===== config.mk =====
export PLATFORM = sky130hd
export DESIGN_NAME = fetch_stage
export DESIGN_NICKNAME = d
export VERILOG_FILES = /design/src/rtl/fetch_pkg.sv /design/src/rtl/fetch_buf.sv /design/src/rtl/fetch_stage.sv
export SDC_FILE = /design/constraint.sdc
export NUM_CORES = 1
export LEC_CHECK = 0
export CORE_MARGIN = 8
export CORE_UTILIZATION = 30
export DETAILED_ROUTE_END_ITERATION = 7
export DONT_BUFFER_PORTS = 1
export SKIP_CTS_REPAIR_TIMING = 1
export SLEW_MARGIN = 40
export SYNTH_ARGS = -nofsm -noshare
export SYNTH_HDL_FRONTEND = slang
export SYNTH_SLANG_ARGS = --single-unit

===== constraint.sdc =====
create_clock -name clk -period 5.6 [get_ports clk]
set_clock_uncertainty 0.05 [all_clocks]
set_input_delay 0.56 -clock clk [delete_from_list [all_inputs] [get_ports clk]]
set_output_delay 0.56 -clock clk [all_outputs]
set_load 0.05 [all_outputs]

===== src/rtl/fetch_pkg.sv =====
// ============================================================================
// Module      : fetch_pkg
// Description : Shared widths, reset PC, NOP encoding and fetch buffer entry
//               type for the RV32 instruction-fetch stage.
// Revision    : 1.0 - initial release
// ============================================================================
`default_nettype none

package fetch_pkg;

    localparam int XLEN_DEF = 32;
    localparam logic [XLEN_DEF-1:0] RESET_PC_DEF = 32'h0000_0000;
    localparam logic [XLEN_DEF-1:0] NOP_INSTR    = 32'h0000_0013;

    // One fetched instruction as held in the fetch buffer.
    typedef struct packed {
        logic [XLEN_DEF-1:0] pc;
        logic [XLEN_DEF-1:0] instr;
        logic                misalign;
    } fetch_entry_t;

endpackage

`default_nettype wire


===== src/rtl/fetch_buf.sv =====
// ============================================================================
// Module      : fetch_buf
// Description : Two-entry fetch FIFO with push/pop/flush and a registered
//               head. When empty, an incoming push is forwarded straight to
//               the head so a response can be consumed in its arrival cycle.
//               The head keeps its last value once the FIFO drains.
// Revision    : 1.0 - initial release
// ============================================================================
`default_nettype none

module fetch_buf
    import fetch_pkg::*;
(
    input  logic         clk,
    input  logic         rst,
    input  logic         i_push,
    input  logic         i_pop,
    input  logic         i_flush,
    input  fetch_entry_t i_wdata,
    output logic         o_valid,
    output logic [1:0]   o_count,
    output fetch_entry_t o_head
);

    fetch_entry_t r_mem [2];
    fetch_entry_t r_head;
    logic         r_wptr;
    logic         r_rptr;
    logic [1:0]   r_count;

    logic w_empty;
    logic w_full;
    logic w_bypass;
    logic w_store;
    logic w_deq;

    assign w_empty  = (r_count == 2'd0);
    assign w_full   = (r_count == 2'd2);
    // Empty FIFO, push and pop together: the entry passes through unstored.
    assign w_bypass = w_empty && i_push && i_pop;
    assign w_store  = i_push && !w_bypass;
    assign w_deq    = i_pop && !w_empty;

    assign o_valid  = !w_empty || i_push;
    assign o_count  = r_count;
    assign o_head   = (w_empty && i_push) ? i_wdata : r_head;

    // Pointers, occupancy and the registered head (mirrors mem[rptr] when non-empty).
    always_ff @(posedge clk) begin
        if (rst) begin
            r_wptr  <= 1'b0;
            r_rptr  <= 1'b0;
            r_count <= 2'd0;
            r_head  <= '0;
        end else if (i_flush) begin
            r_wptr  <= 1'b0;
            r_rptr  <= 1'b0;
            r_count <= 2'd0;
        end else begin
            r_wptr  <= r_wptr ^ w_store;
            r_rptr  <= r_rptr ^ w_deq;
            r_count <= r_count + {1'b0, w_store} - {1'b0, w_deq};
            if (w_empty && i_push) begin
                r_head <= i_wdata;
            end else if (w_deq && w_full) begin
                r_head <= r_mem[~r_rptr];
            end else if (w_deq && w_store) begin
                r_head <= i_wdata;
            end
        end
    end

    // Entry storage; contents are only read after being written.
    always_ff @(posedge clk) begin
        if (!rst && !i_flush && w_store) begin
            r_mem[r_wptr] <= i_wdata;
        end
    end

    // The upstream credit scheme must never push into a full buffer.
    always_ff @(posedge clk) begin
        if (!rst && !i_flush) begin
            assert (!(i_push && w_full))
                else $error("fetch_buf: push into full buffer");
        end
    end

endmodule

`default_nettype wire


===== src/rtl/fetch_stage.sv =====
// ============================================================================
// Module      : fetch_stage
// Description : RV32 instruction-fetch stage. Owns the PC, issues requests to
//               a 1-cycle-latency instruction memory under a buffer credit
//               rule, buffers up to two responses and hands them to decode
//               over valid/ready. Redirects flush the buffer and squash the
//               in-flight response.
//               Optional feature macro: FETCH_MISALIGN_CHK_EN (misaligned
//               redirect produces a flagged NOP entry and halts fetch).
// Revision    : 1.0 - initial release
// ============================================================================
`default_nettype none

module fetch_stage
    import fetch_pkg::*;
#(
    parameter int              XLEN      = XLEN_DEF,
    parameter logic [XLEN-1:0] RESET_PC  = RESET_PC_DEF,
    parameter int              BUF_DEPTH = 2
) (
    input  logic            clk,
    input  logic            rst,
    output logic            imem_req_o,
    output logic [XLEN-1:0] imem_addr_o,
    input  logic [XLEN-1:0] imem_rdata_i,
    input  logic            redirect_i,
    input  logic [XLEN-1:0] redirect_pc_i,
    output logic            id_valid_o,
    input  logic            id_ready_i,
    output logic [XLEN-1:0] id_pc_o,
`ifdef FETCH_MISALIGN_CHK_EN
    output logic            id_misalign_o,
`endif
    output logic [XLEN-1:0] id_instr_o
);

    generate
        if (BUF_DEPTH != 2) begin : g_bad_depth
            $error("fetch_stage: BUF_DEPTH must be 2");
        end
        if (XLEN != XLEN_DEF) begin : g_bad_xlen
            $error("fetch_stage: XLEN must match XLEN_DEF");
        end
    endgenerate

    logic [XLEN-1:0] r_pc;
    logic [XLEN-1:0] r_req_pc;
    logic            r_inflight;
    logic            r_drop;

    logic            w_req;
    logic            w_pop;
    logic            w_push;
    logic            w_credit;
    logic            w_halt;
    logic            w_buf_valid;
    logic [1:0]      w_count;
    logic [XLEN-1:0] w_redirect_target;
    fetch_entry_t    w_wdata;
    fetch_entry_t    w_head;

    assign w_pop = id_valid_o && id_ready_i;
    // Occupancy plus outstanding response, less this cycle's pop, must leave room.
    assign w_credit = ({1'b0, w_count} + {2'b00, r_inflight})
                      < (3'(BUF_DEPTH) + {2'b00, w_pop});
    assign w_req    = !rst && !redirect_i && !w_halt && w_credit;

    assign imem_req_o  = w_req;
    assign imem_addr_o = r_pc;

`ifdef FETCH_MISALIGN_CHK_EN
    logic r_halt;
    logic r_mis_pending;
    logic w_mis_redirect;

    assign w_mis_redirect    = redirect_i && (redirect_pc_i[1:0] != 2'b00);
    assign w_redirect_target = redirect_pc_i;
    assign w_halt            = r_halt;
    assign w_push            = !rst && !redirect_i
                               && ((r_inflight && !r_drop) || r_mis_pending);
    assign id_misalign_o     = !rst && w_head.misalign;

    // Entry source: memory response, or the synthetic NOP for a misaligned target.
    always_comb begin
        w_wdata = '{pc: r_req_pc, instr: imem_rdata_i, misalign: 1'b0};
        if (r_mis_pending) begin
            w_wdata = '{pc: r_pc, instr: NOP_INSTR, misalign: 1'b1};
        end
    end

    // A misaligned redirect queues one flagged entry and stops fetch until the next redirect.
    always_ff @(posedge clk) begin
        if (rst) begin
            r_halt        <= 1'b0;
            r_mis_pending <= 1'b0;
        end else if (redirect_i) begin
            r_halt        <= w_mis_redirect;
            r_mis_pending <= w_mis_redirect;
        end else begin
            r_mis_pending <= 1'b0;
        end
    end
`else
    logic w_unused_bits;

    assign w_redirect_target = {redirect_pc_i[XLEN-1:2], 2'b00};
    assign w_halt            = 1'b0;
    assign w_push            = !rst && !redirect_i && r_inflight && !r_drop;
    assign w_unused_bits     = ^{w_head.misalign, redirect_pc_i[1:0]};

    // Every entry comes from the memory response.
    always_comb begin
        w_wdata = '{pc: r_req_pc, instr: imem_rdata_i, misalign: 1'b0};
    end
`endif

    // PC, request tracking and post-redirect response squash.
    always_ff @(posedge clk) begin
        if (rst) begin
            r_pc       <= RESET_PC;
            r_req_pc   <= '0;
            r_inflight <= 1'b0;
            r_drop     <= 1'b0;
        end else if (redirect_i) begin
            r_pc       <= w_redirect_target;
            r_inflight <= 1'b0;
            r_drop     <= r_inflight;
        end else begin
            r_drop     <= 1'b0;
            r_inflight <= w_req;
            if (w_req) begin
                r_pc     <= r_pc + XLEN'(4);
                r_req_pc <= r_pc;
            end
        end
    end

    fetch_buf u_buf (
        .clk     (clk),
        .rst     (rst),
        .i_push  (w_push),
        .i_pop   (w_pop),
        .i_flush (redirect_i),
        .i_wdata (w_wdata),
        .o_valid (w_buf_valid),
        .o_count (w_count),
        .o_head  (w_head)
    );

    assign id_valid_o = !rst && w_buf_valid;
    assign id_pc_o    = rst ? '0 : w_head.pc;
    assign id_instr_o = rst ? '0 : w_head.instr;

endmodule

`default_nettype wire


-- Yosys cells after proc, flatten, opt, wreduce, memory -nomap -nowiden
Memories as Yosys holds them, arrays and structs flattened.
Cells that the tools add are included.
- bits in registers: 135
- memory bits (writable): 128
- input bits: 68
- output and inout port bits: 98
- logic and storage cells: 59
- memories: 1
- memories (name ; depth ; bits a word ; read ports ; clocked after memory_dff ; write ports ; line ; source):
    u_buf.r_mem ; 2 ; 64 ; 1 ; 0 ; 1 ; fetch_buf.sv:25 ; fetch_entry_t r_mem [2];
- $add $sub $neg: 5
- $lt $le $gt $ge: 1
- equal/unequal tests: 1
- mux-type cells: 10
- bitwise gates (word level): 4
- reductions and logical operators: 26
- operators with widths (kind ; number):
    two-way mux 65 bit ; 4
    two-way mux 32 bit ; 4
    adder 32 x 3 -> 32 bit (second input constant) ; 1
    logical AND 1 bit ; 13
    logical NOT 1 bit ; 5
    AND reduction 2 bit ; 2
    OR reduction 2 bit ; 2
    adder 2 x 1 -> 3 bit ; 1
    adder 2 x 1 -> 3 bit (first input constant) ; 1
    < comparator 3 bit ; 1
    nonzero test 3 bit ; 1
    adder 2 x 1 -> 2 bit ; 1
    equality test 2 bit (second input constant) ; 1
    logical NOT 2 bit ; 1
    two-way mux 1 bit ; 2
    inverter 1 bit ; 2
    nonzero test 2 bit ; 1
    subtractor 2 x 1 -> 2 bit ; 1
    XOR 1 bit ; 2
    logical OR 1 bit ; 1

-- Logic depth before layout (Yosys ltp)
Gate-level depths: netlist of run 1.
- depth in word-level cells: 14
- depth in mapped cells: 9
- mapped depth without buffers: 8

-- Hierarchy
A second synthesis of run 1 with hierarchy kept.
- cell total of the unflattened synthesis: 1110
- area, all modules: 11875.1 µm²
- modules (own cells, without submodules) (module ; instances ; cells each ; area each (µm²) ; seq. area each (µm²)):
    fetch_buf ; 1 ; 668 ; 8453.1 ; 5285.1
    fetch_stage ; 1 ; 442 ; 3422.0 ; 1241.2

-- Worst setup path after synthesis of run 1
No wires, ideal clock.
- kind: in2reg
- from: input rst
- to: memory u_buf.r_mem[0][0] in the netlist's numbering, enable pin
- setup time: 0.490 ns
- arrival: 4.086 ns
- required time: 5.060 ns
- slack: 0.974 ns
- stages on the path: 5
- buffers on the path: 1
- path through: clkbuf_1 nor2_1 nand2_1 a21oi_1 nor2b_1
- word-level cells in the longest chain between the ends: 13
- elaborated cells between the ends (all ways): 14
- classes of those cells: mux (2); reduce/logical (12)
- RTL lines (item ; line ; source):
    start: declaration ; fetch_stage.sv:22 ; input logic rst,
    logical NOT 1 bit (*) ; fetch_buf.sv:75, fetch_stage.sv:108, fetch_stage.sv:150 ;
    logical AND 1 bit ; fetch_buf.sv:75, fetch_stage.sv:108 ;
    logical AND 1 bit (2 in series) ; fetch_stage.sv:108 ; assign w_push = !rst && !redirect_i && r_inflight && !r_drop;
    logical OR 1 bit ; fetch_buf.sv:44 ; assign o_valid = !w_empty || i_push;
    logical AND 1 bit ; fetch_stage.sv:150 ; assign id_valid_o = !rst && w_buf_valid;
    logical AND 1 bit ; fetch_stage.sv:62 ; assign w_pop = id_valid_o && id_ready_i;
    logical AND 1 bit ; fetch_buf.sv:40 ; assign w_bypass = w_empty && i_push && i_pop;
    logical NOT 1 bit ; fetch_buf.sv:41 ; assign w_store = i_push && !w_bypass;
    logical AND 1 bit ; fetch_buf.sv:41 ;
    logical AND 1 bit (*) ; fetch_buf.sv:75 ; if (!rst && !i_flush && w_store) begin
    two-way mux 1 bit (*) ; fetch_buf.sv:75 ;
    two-way mux 1 bit (not written as such) (*) ; fetch_buf.sv:76 ; r_mem[r_wptr] <= i_wdata;
    end: declaration ; fetch_buf.sv:25 ;
Every way passes the cells marked *; elsewhere a longest branch is shown, timed or not.

-- Worst setup path in the final report of run 1
- from: register u_buf.r_count[0], in the netlist u_buf.o_count[0]
- to: output imem_req_o
- word-level cells in the longest chain between the ends: 8
- elaborated cells between the ends (all ways): 9
- classes of those cells: add/sub (2); order compare (1); reduce/logical (6)
- RTL lines (item ; line ; source):
    start: declaration ; fetch_buf.sv:29 ; logic [1:0] r_count;
    start signal: assignment ; fetch_buf.sv:62 ; r_count <= r_count + {1'b0, w_store} - {1'b0, w_deq};
    logical NOT 2 bit ; fetch_buf.sv:37 ; assign w_empty = (r_count == 2'd0);
    logical NOT 1 bit ; fetch_buf.sv:44 ;
    logical OR 1 bit ; fetch_buf.sv:44 ;
    logical AND 1 bit ; fetch_stage.sv:150 ;
    logical AND 1 bit ; fetch_stage.sv:62 ;
    adder 2 x 1 -> 3 bit ; fetch_stage.sv:65 ; < (3'(BUF_DEPTH) + {2'b00, w_pop});
    < comparator 3 bit (*) ; fetch_stage.sv:65 ;
    logical AND 1 bit (*) ; fetch_stage.sv:66 ; assign w_req = !rst && !redirect_i && !w_halt && w_credit;
    end: declaration ; fetch_stage.sv:23 ; output logic imem_req_o,
Marked as above.

==> results of run 1 <==
[cell type report]
class	count	area [µm²]
Clock buffer	47	886
Clock inverter	6	33.8
Fill cell	3674	23900
Inverter	10	37.5
Multi-Input combinational cell	780	4740
Sequential cell	252	6290
Tap cell	468	586
Timing Repair Buffer	13	101
[metal layers]
metal	share of wire	track usage
met5	0	0
met4	0.020	0.0362
met2	0.44	0.199
met3	0.075	0.0352
met1	0.46	0.169
[flip-flops by register name (all words and copies together), names as in the netlist]
| name | count |
|---|---|
| u_buf.r_rptr | 1 |
| r_inflight | 1 |
| imem_addr_o | 30 |
| r_req_pc | 30 |
| u_buf.o_count | 2 |
| r_drop | 1 |
| u_buf.r_head | 62 |
| u_buf.r_wptr | 1 |
| u_buf.r_mem | 124 |
[worst register-to-register path, delay by kind of cell (launching register included)]
| kind | cells | cell delay, ps |
|---|---|---|
| flops | 1 | 510 |
| buf+inv | 1 | 740 |
| compound gates | 2 | 740 |
| simple gates | 3 | 960 |
| fa+ha+maj | 2 | 520 |
[path summary, 6_finish.rpt]
check	start	end	slack, ps	cells after the start
worst max-delay path	u_buf.o_count[0]$_SDFF_PP0_	imem_req_o	1340	6
worst min-delay path	rst	imem_addr_o[13]$_SDFFE_PP0P_	40	1
worst max register to register	u_buf.o_count[0]$_SDFF_PP0_	r_req_pc[31]$_SDFFE_PP0P_	2010	8
worst min register to register	u_buf.r_head[50]$_SDFFE_PP0P_	u_buf.r_head[50]$_SDFFE_PP0P_	440	2
[cell families after synthesis]
logic type | count (synthesis) | share of synthesized area
other | 1 | 0.000338
and+or+nand+nor | 417 | 0.159
buffers and inverters | 88 | 0.0332
xor gates and xnor gates | 19 | 0.0150
DFF | 252 | 0.566
muxes | 125 | 0.113
AOI/OAI and AO/OA | 210 | 0.108
adders and majority gates | 5 | 0.00563
[power groups by stage]
stage                     logic, mW  registers [mW]  clock network (mW)
final                         0.173            2.07                1.80
after floorplan               0.163            2.09                   0
after CTS                     0.175            2.07                1.86
after detailed placement      0.175            2.11                   0
after global placement        0.167            2.11                   0
after global routing          0.192            2.07                1.93
[cells in the final DEF, fill, tap and decap left out, types with 8 or more instances in the layout]
master	instances
sky130_fd_sc_hd__xor2_1	13
sky130_fd_sc_hd__or3_1	9
sky130_fd_sc_hd__o21ai_0	11
sky130_fd_sc_hd__a211oi_1	15
sky130_fd_sc_hd__nand4_1	14
sky130_fd_sc_hd__buf_4	12
sky130_fd_sc_hd__inv_1	9
sky130_fd_sc_hd__clkbuf_16	31
sky130_fd_sc_hd__a311oi_1	8
sky130_fd_sc_hd__mux2i_1	125
sky130_fd_sc_hd__nand2_1	196
sky130_fd_sc_hd__clkbuf_1	11
sky130_fd_sc_hd__edfxtp_1	124
sky130_fd_sc_hd__dfxtp_1	127
sky130_fd_sc_hd__a21oi_2	61
sky130_fd_sc_hd__nor2_1	155
sky130_fd_sc_hd__a21oi_1	96
[metrics by stage]
step	std cells	power, mW	util	setup slack (ps)
6_report	1576	4.04	0.347	1340
5_1_grt	1576	4.20	0.347	1070
4_1_cts	1576	4.11	0.347	1270
3_5_place_dp	1523	2.28	0.322	1890
3_3_place_gp	1523	2.27	0.315	1890
2_1_floorplan	1120	2.25	-	974
==> run summary, run 1 <==
==================================================================================================
Layout overhead on the synthesized area                                                      14.1%
Max capacitance violation total                                                                  0
Pre-Repair DR Iteration Count                                                                    5
Vias/cell                                                                                     4.98
First-pass GRT wire length                                                                 44.7 mm
Proportion of layout cells with a drive suffix above 1                                       0.120
Initial Utilization                                                                          0.304
Cell type with the highest aggregate area in the netlist                              sky130_fd_sc_hd__edfxtp_1
Die outline area                                                                         43400 µm²
Cell Pwr Density                                                                        319 nW/µm²
Largest vdd supply drop                                                                     228 µV
Proportion of total power due to net switching                                               0.232
CP Data Arrival Time                                                                       3650 ps
Total GRT Usage                                                                              0.127
Max-slew violations                                                                              0
I/O pin cnt                                                                                    166
Sw Pwr                                                                                    0.938 mW
Clock insertion delay at the later pin of the skew report                                   550 ps
Number of enable-type register cells in the synthesized netlist                                124
Routed Wire Length                                                                         28.6 mm
Pleak                                                                                      3.83 nW
Depth of the CTS H-tree                                                                          1
Distinct cells, synth                                                                           47
Clock Power Share                                                                            0.445
Number of vias after detailed routing                                                         7855
Worst min-delay path category                                                               in2reg
Max FO, Critical Path                                                                           32
Element type at the critical path end                                                  output port
Vertical die dimension                                                                      208 µm
Leading post-synthesis cells by instance count                                        sky130_fd_sc_hd__nand2_1, sky130_fd_sc_hd__a21oi_1, sky130_fd_sc_hd__nor2_1
Routability-driven placement congestion ratio                                                0.738
Design Area, Final                                                                       12700 µm²
Ys flop type                                                                          sky130_fd_sc_hd__dfxtp_1
Fin crit period                                                                            4260 ps
Library cell contributing the largest single delay on the critical path               sky130_fd_sc_hd__inv_2
Ys Warns                                                                                         0
Startpoint type of the worst setup path                                                   register
Register area share after synthesis                                                          0.566
Buffer depth of the longest clock path                                                           3
Setup Viol. Count Final                                                                          0
CTS tree                                                                                      done
Largest incremental delay on the critical path                                              730 ps
Setup repair after global routing missed its margin                                          false
Most common cell in the netlist                                                       sky130_fd_sc_hd__nand2_1
Maximum clock rate                                                                       0.235 GHz
CP required                                                                                4990 ps
Placeable core region                                                                    36500 µm²
Number of synthesized register bits                                                            252
Cell-by-cell listing of the critical path                                             ha_1 > ha_1 > nor3b_1 > a221oi_4 > nand2_2 > inv_2
Part of the power in registers                                                               0.512
Number of buffers created by CTS                                                                29
Rel. slew slack                                                                              0.484
Number of nets in the layout                                                                  1159
Crit Path Category                                                                         reg2out
Final hold slack                                                                           36.4 ps
Async SR Flop Fraction                                                                           0
Status                                                                                finished, final reports clean
Setup_tns                                                                                     0 ps
Placed cell areas                                                                        11800 µm²
Clock transition time at the flip-flop clock pins of the worst setup and hold paths          60 ps
Violation count after the first detailed-routing iteration                                     439
Congestion Overflow GR                                                                           0
Crit share post-route                                                                        0.761
Detailed-placement wirelength estimate                                                     17.6 mm
Number of antenna violations at the first check in global routing                                0
Yosys top cell area share                                                                    0.335
Largest net degree at the start of global routing                                              192
Routed wirelength normalized by instance count                                             18.2 µm
Slew @ Worst Pin                                                                            773 ps
Internal portion of total power                                                            3.10 mW
Cell count after synthesis                                                                    1117
Combined buffer and inverter count along the critical path                                       1
Number of failing hold endpoints at the final stage                                              0
Number of nets still failing antenna checks after routing                                        0
Number of global-route vias before repair                                                     7661
Cell Area, Synth                                                                         11100 µm²
Cell Rows                                                                                       70
Most frequent cell on the critical path                                               sky130_fd_sc_hd__ha_1
Top cells by area in the synthesized netlist                                          sky130_fd_sc_hd__edfxtp_1, sky130_fd_sc_hd__dfxtp_1, sky130_fd_sc_hd__mux2i_1, sky130_fd_sc_hd__a21oi_1, sky130_fd_sc_hd__nand2_1
Ant diodes                                                                                       0
Kind of cell adding the most delay to the critical path                               simple AND/OR/NAND/NOR gates
Root buffer cell                                                                      sky130_fd_sc_hd__clkbuf_16
Clk sinks                                                                                      252
Remaining routing DRC violations                                                                 0
Post-Syn Area per Cell                                                                    9.94 µm²
Horizontal extent of the die                                                                208 µm
Number of port buffers                                                                           0
Comb pwr share                                                                               0.043
==================================================================================================
No activity file was read; power rests on OpenSTA's default activity.
==> run 2: changes to the inputs <==
Clock period 5.6 ns to 3.7 ns, I/O delays scaled along.
==> run summary, run 2 (same netlist as run 1, synthesis figures left out) <==
==================================================================================================
Cell-by-cell listing of the critical path                                             ha_1 > ha_1 > nor3b_1 > a221oi_4 > nand2_2 > inv_2 > buf_4
Setup Viol. Count Final                                                                          0
Worst min-delay path category                                                               in2reg
Rel. slew slack                                                                              0.516
Cell depth of the worst min-delay path                                                           2
Number of global-route vias before repair                                                     8088
Number of nets in the layout                                                                  1300
Setup_tns                                                                                     0 ps
Design Area, Final                                                                       13700 µm²
Ant diodes                                                                                       0
Die outline area                                                                         43400 µm²
Startpoint type of the worst setup path                                                   register
Crit share post-route                                                                        0.940
Placed cell areas                                                                        12200 µm²
Number of port buffers                                                                           0
Depth of the worst register-to-register path                                                     8
Clock insertion delay at the later pin of the skew report                                   560 ps
Startpoint of the lowest-slack register-to-register path                              u_buf.o_count[0]$_SDFF_PP0_
Routability-driven placement congestion ratio                                                0.735
Initial Utilization                                                                          0.304
Setup repair after global routing missed its margin                                          false
Endpoint, Worst Hold                                                                  imem_addr_o[19]$_SDFFE_PP0P_
Layout overhead on the synthesized area                                                      23.5%
Cell Pwr Density                                                                        457 nW/µm²
Buffer depth of the longest clock path                                                           3
Max FO, Critical Path                                                                           19
Pre-Repair DR Iteration Count                                                                    5
Placeable core region                                                                    36500 µm²
Cell Rows                                                                                       70
Element type at the critical path end                                                  output port
Hold Crit Start                                                                                rst
Fin crit period                                                                            3480 ps
Library cell contributing the largest single delay on the critical path               sky130_fd_sc_hd__a221oi_4
CP Data Arrival Time                                                                       3060 ps
Vertical die dimension                                                                      208 µm
Max FFs per register                                                                           124
Maximum clock rate                                                                       0.288 GHz
Clock transition time at the flip-flop clock pins of the worst setup and hold paths          60 ps
Number of buffers created by CTS                                                                29
CP Launch Point                                                                       u_buf.o_count[0]$_SDFF_PP0_
Violated checks                                                                       negative hold slack
Most frequent cell on the critical path                                               sky130_fd_sc_hd__ha_1
Commonest non-fill, non-tap cells in the layout                                       sky130_fd_sc_hd__nand2_1, sky130_fd_sc_hd__a21oi_1, sky130_fd_sc_hd__nor2_1
Routed Wire Length                                                                         30.0 mm
Proportion of layout cells with a drive suffix above 1                                       0.125
CTS tree                                                                                      done
Number of antenna violations at the first check in global routing                                0
R2R setup slack                                                                             690 ps
Max capacitance violation total                                                                  0
Max-slew violations                                                                              0
Status                                                                                finished with violations
Congestion Overflow GR                                                                           0
Largest net degree at the start of global routing                                              192
Total GRT Usage                                                                              0.127
Largest vdd supply drop                                                                     311 µV
Remaining routing DRC violations                                                                 0
Slew @ Worst Pin                                                                            725 ps
CP required                                                                                3280 ps
Crit Path Category                                                                         reg2out
Number of nets still failing antenna checks after routing                                        0
Root buffer cell                                                                      sky130_fd_sc_hd__clkbuf_16
Violation count after the first detailed-routing iteration                                     432
Clk sinks                                                                                      252
Largest registers in the final layout                                                 u_buf.r_mem: 124 flops, u_buf.r_head: 62 flops
Detailed-placement wirelength estimate                                                     17.8 mm
Final hold slack                                                                          -26.6 ps
Depth of the CTS H-tree                                                                          1
Number of vias after detailed routing                                                         8365
Largest Register                                                                       u_buf.r_mem
Number of failing hold endpoints at the final stage                                              3
Vias/cell                                                                                     4.87
Largest incremental delay on the critical path                                              580 ps
Horizontal extent of the die                                                                208 µm
Most common cell after layout, fill and taps aside                                    sky130_fd_sc_hd__nand2_1
First-pass GRT wire length                                                                 45.4 mm
Pleak                                                                                      4.54 nW
I/O pin cnt                                                                                    166
Routed wirelength normalized by instance count                                             17.5 µm
Reg2reg end                                                                           imem_addr_o[2]$_SDFFE_PP0P_
==================================================================================================
## run 2: cell types whose count changed in the layout (fill, tap and decap cells not counted), sizes merged
| cell | delta |
|---|---|
| buf | +80 |
| dlygate4sd3 | +61 |
| clkbuf | -10 |
| clkinv | +8 |
| inv | +2 |
| bufinv | +1 |
| clkinvlp | -1 |
## run 2: worst max-delay path by stage
stage	to	cells past startpoint	slack, ps
global placement	imem_req_o	7	830
detailed placement	imem_req_o	7	790
global route	imem_req_o	7	40
floorplan	u_buf.r_mem[0][0]$_DFFE_PP_	5	440
finish	imem_req_o	7	220
CTS	imem_req_o	7	180
## run 2: layout make-up
class | instances | area [µm²]
Clock buffer | 37 | 808
Clock inverter | 16 | 120
Fill cell | 3572 | 22800
Inverter | 10 | 37.5
Multi-Input combinational cell | 780 | 4510
Sequential cell | 252 | 6290
Tap cell | 468 | 586
Timing Repair Buffer | 154 | 1370
## run 2: per-stage QoR
stage	util	std cells	hold WS [ps]	worst slack [ps]	power, mW
floorplan	-	1120	410	441	3.41
finish	0.376	1717	-26.6	222	6.27
global placement	0.333	1602	408	832	3.47
detailed placement	0.333	1602	409	794	3.48
global route	0.376	1717	-3.24	36.7	6.51
CTS	0.358	1655	-191	182	6.28
## run 2: routing by layer
layer | share of wire | wire [µm] | GRT usage | vias to the layer above
li1 | - | - | - | 4135
met1 | 0.47 | 14000 | 0.172 | 3985
met2 | 0.44 | 13300 | 0.197 | 210
met3 | 0.067 | 2020 | 0.0340 | 35
met4 | 0.022 | 671 | 0.0330 | 0
met5 | 0 | 0 | 0 | -
## run 2: where the power goes
| group | total (mW) | internal, mW | switching, mW |
|---|---|---|---|
| combinational | 0.425 | 0.159 | 0.267 |
| sequential | 3.08 | 2.98 | 0.0991 |
| clock | 2.77 | 1.61 | 1.15 |
| total | 6.27 | 4.75 | 1.52 |
## run 2: critical path: cells and delay by family (launching register included)
family                   cells  cell delay [ps]
buffers and inverters        2              540
adder cells (fa/ha/maj)      2              510
flip-flops                   1              500
AND/OR/NAND/NOR              2              360
AO/OA/AOI/OAI                1              580
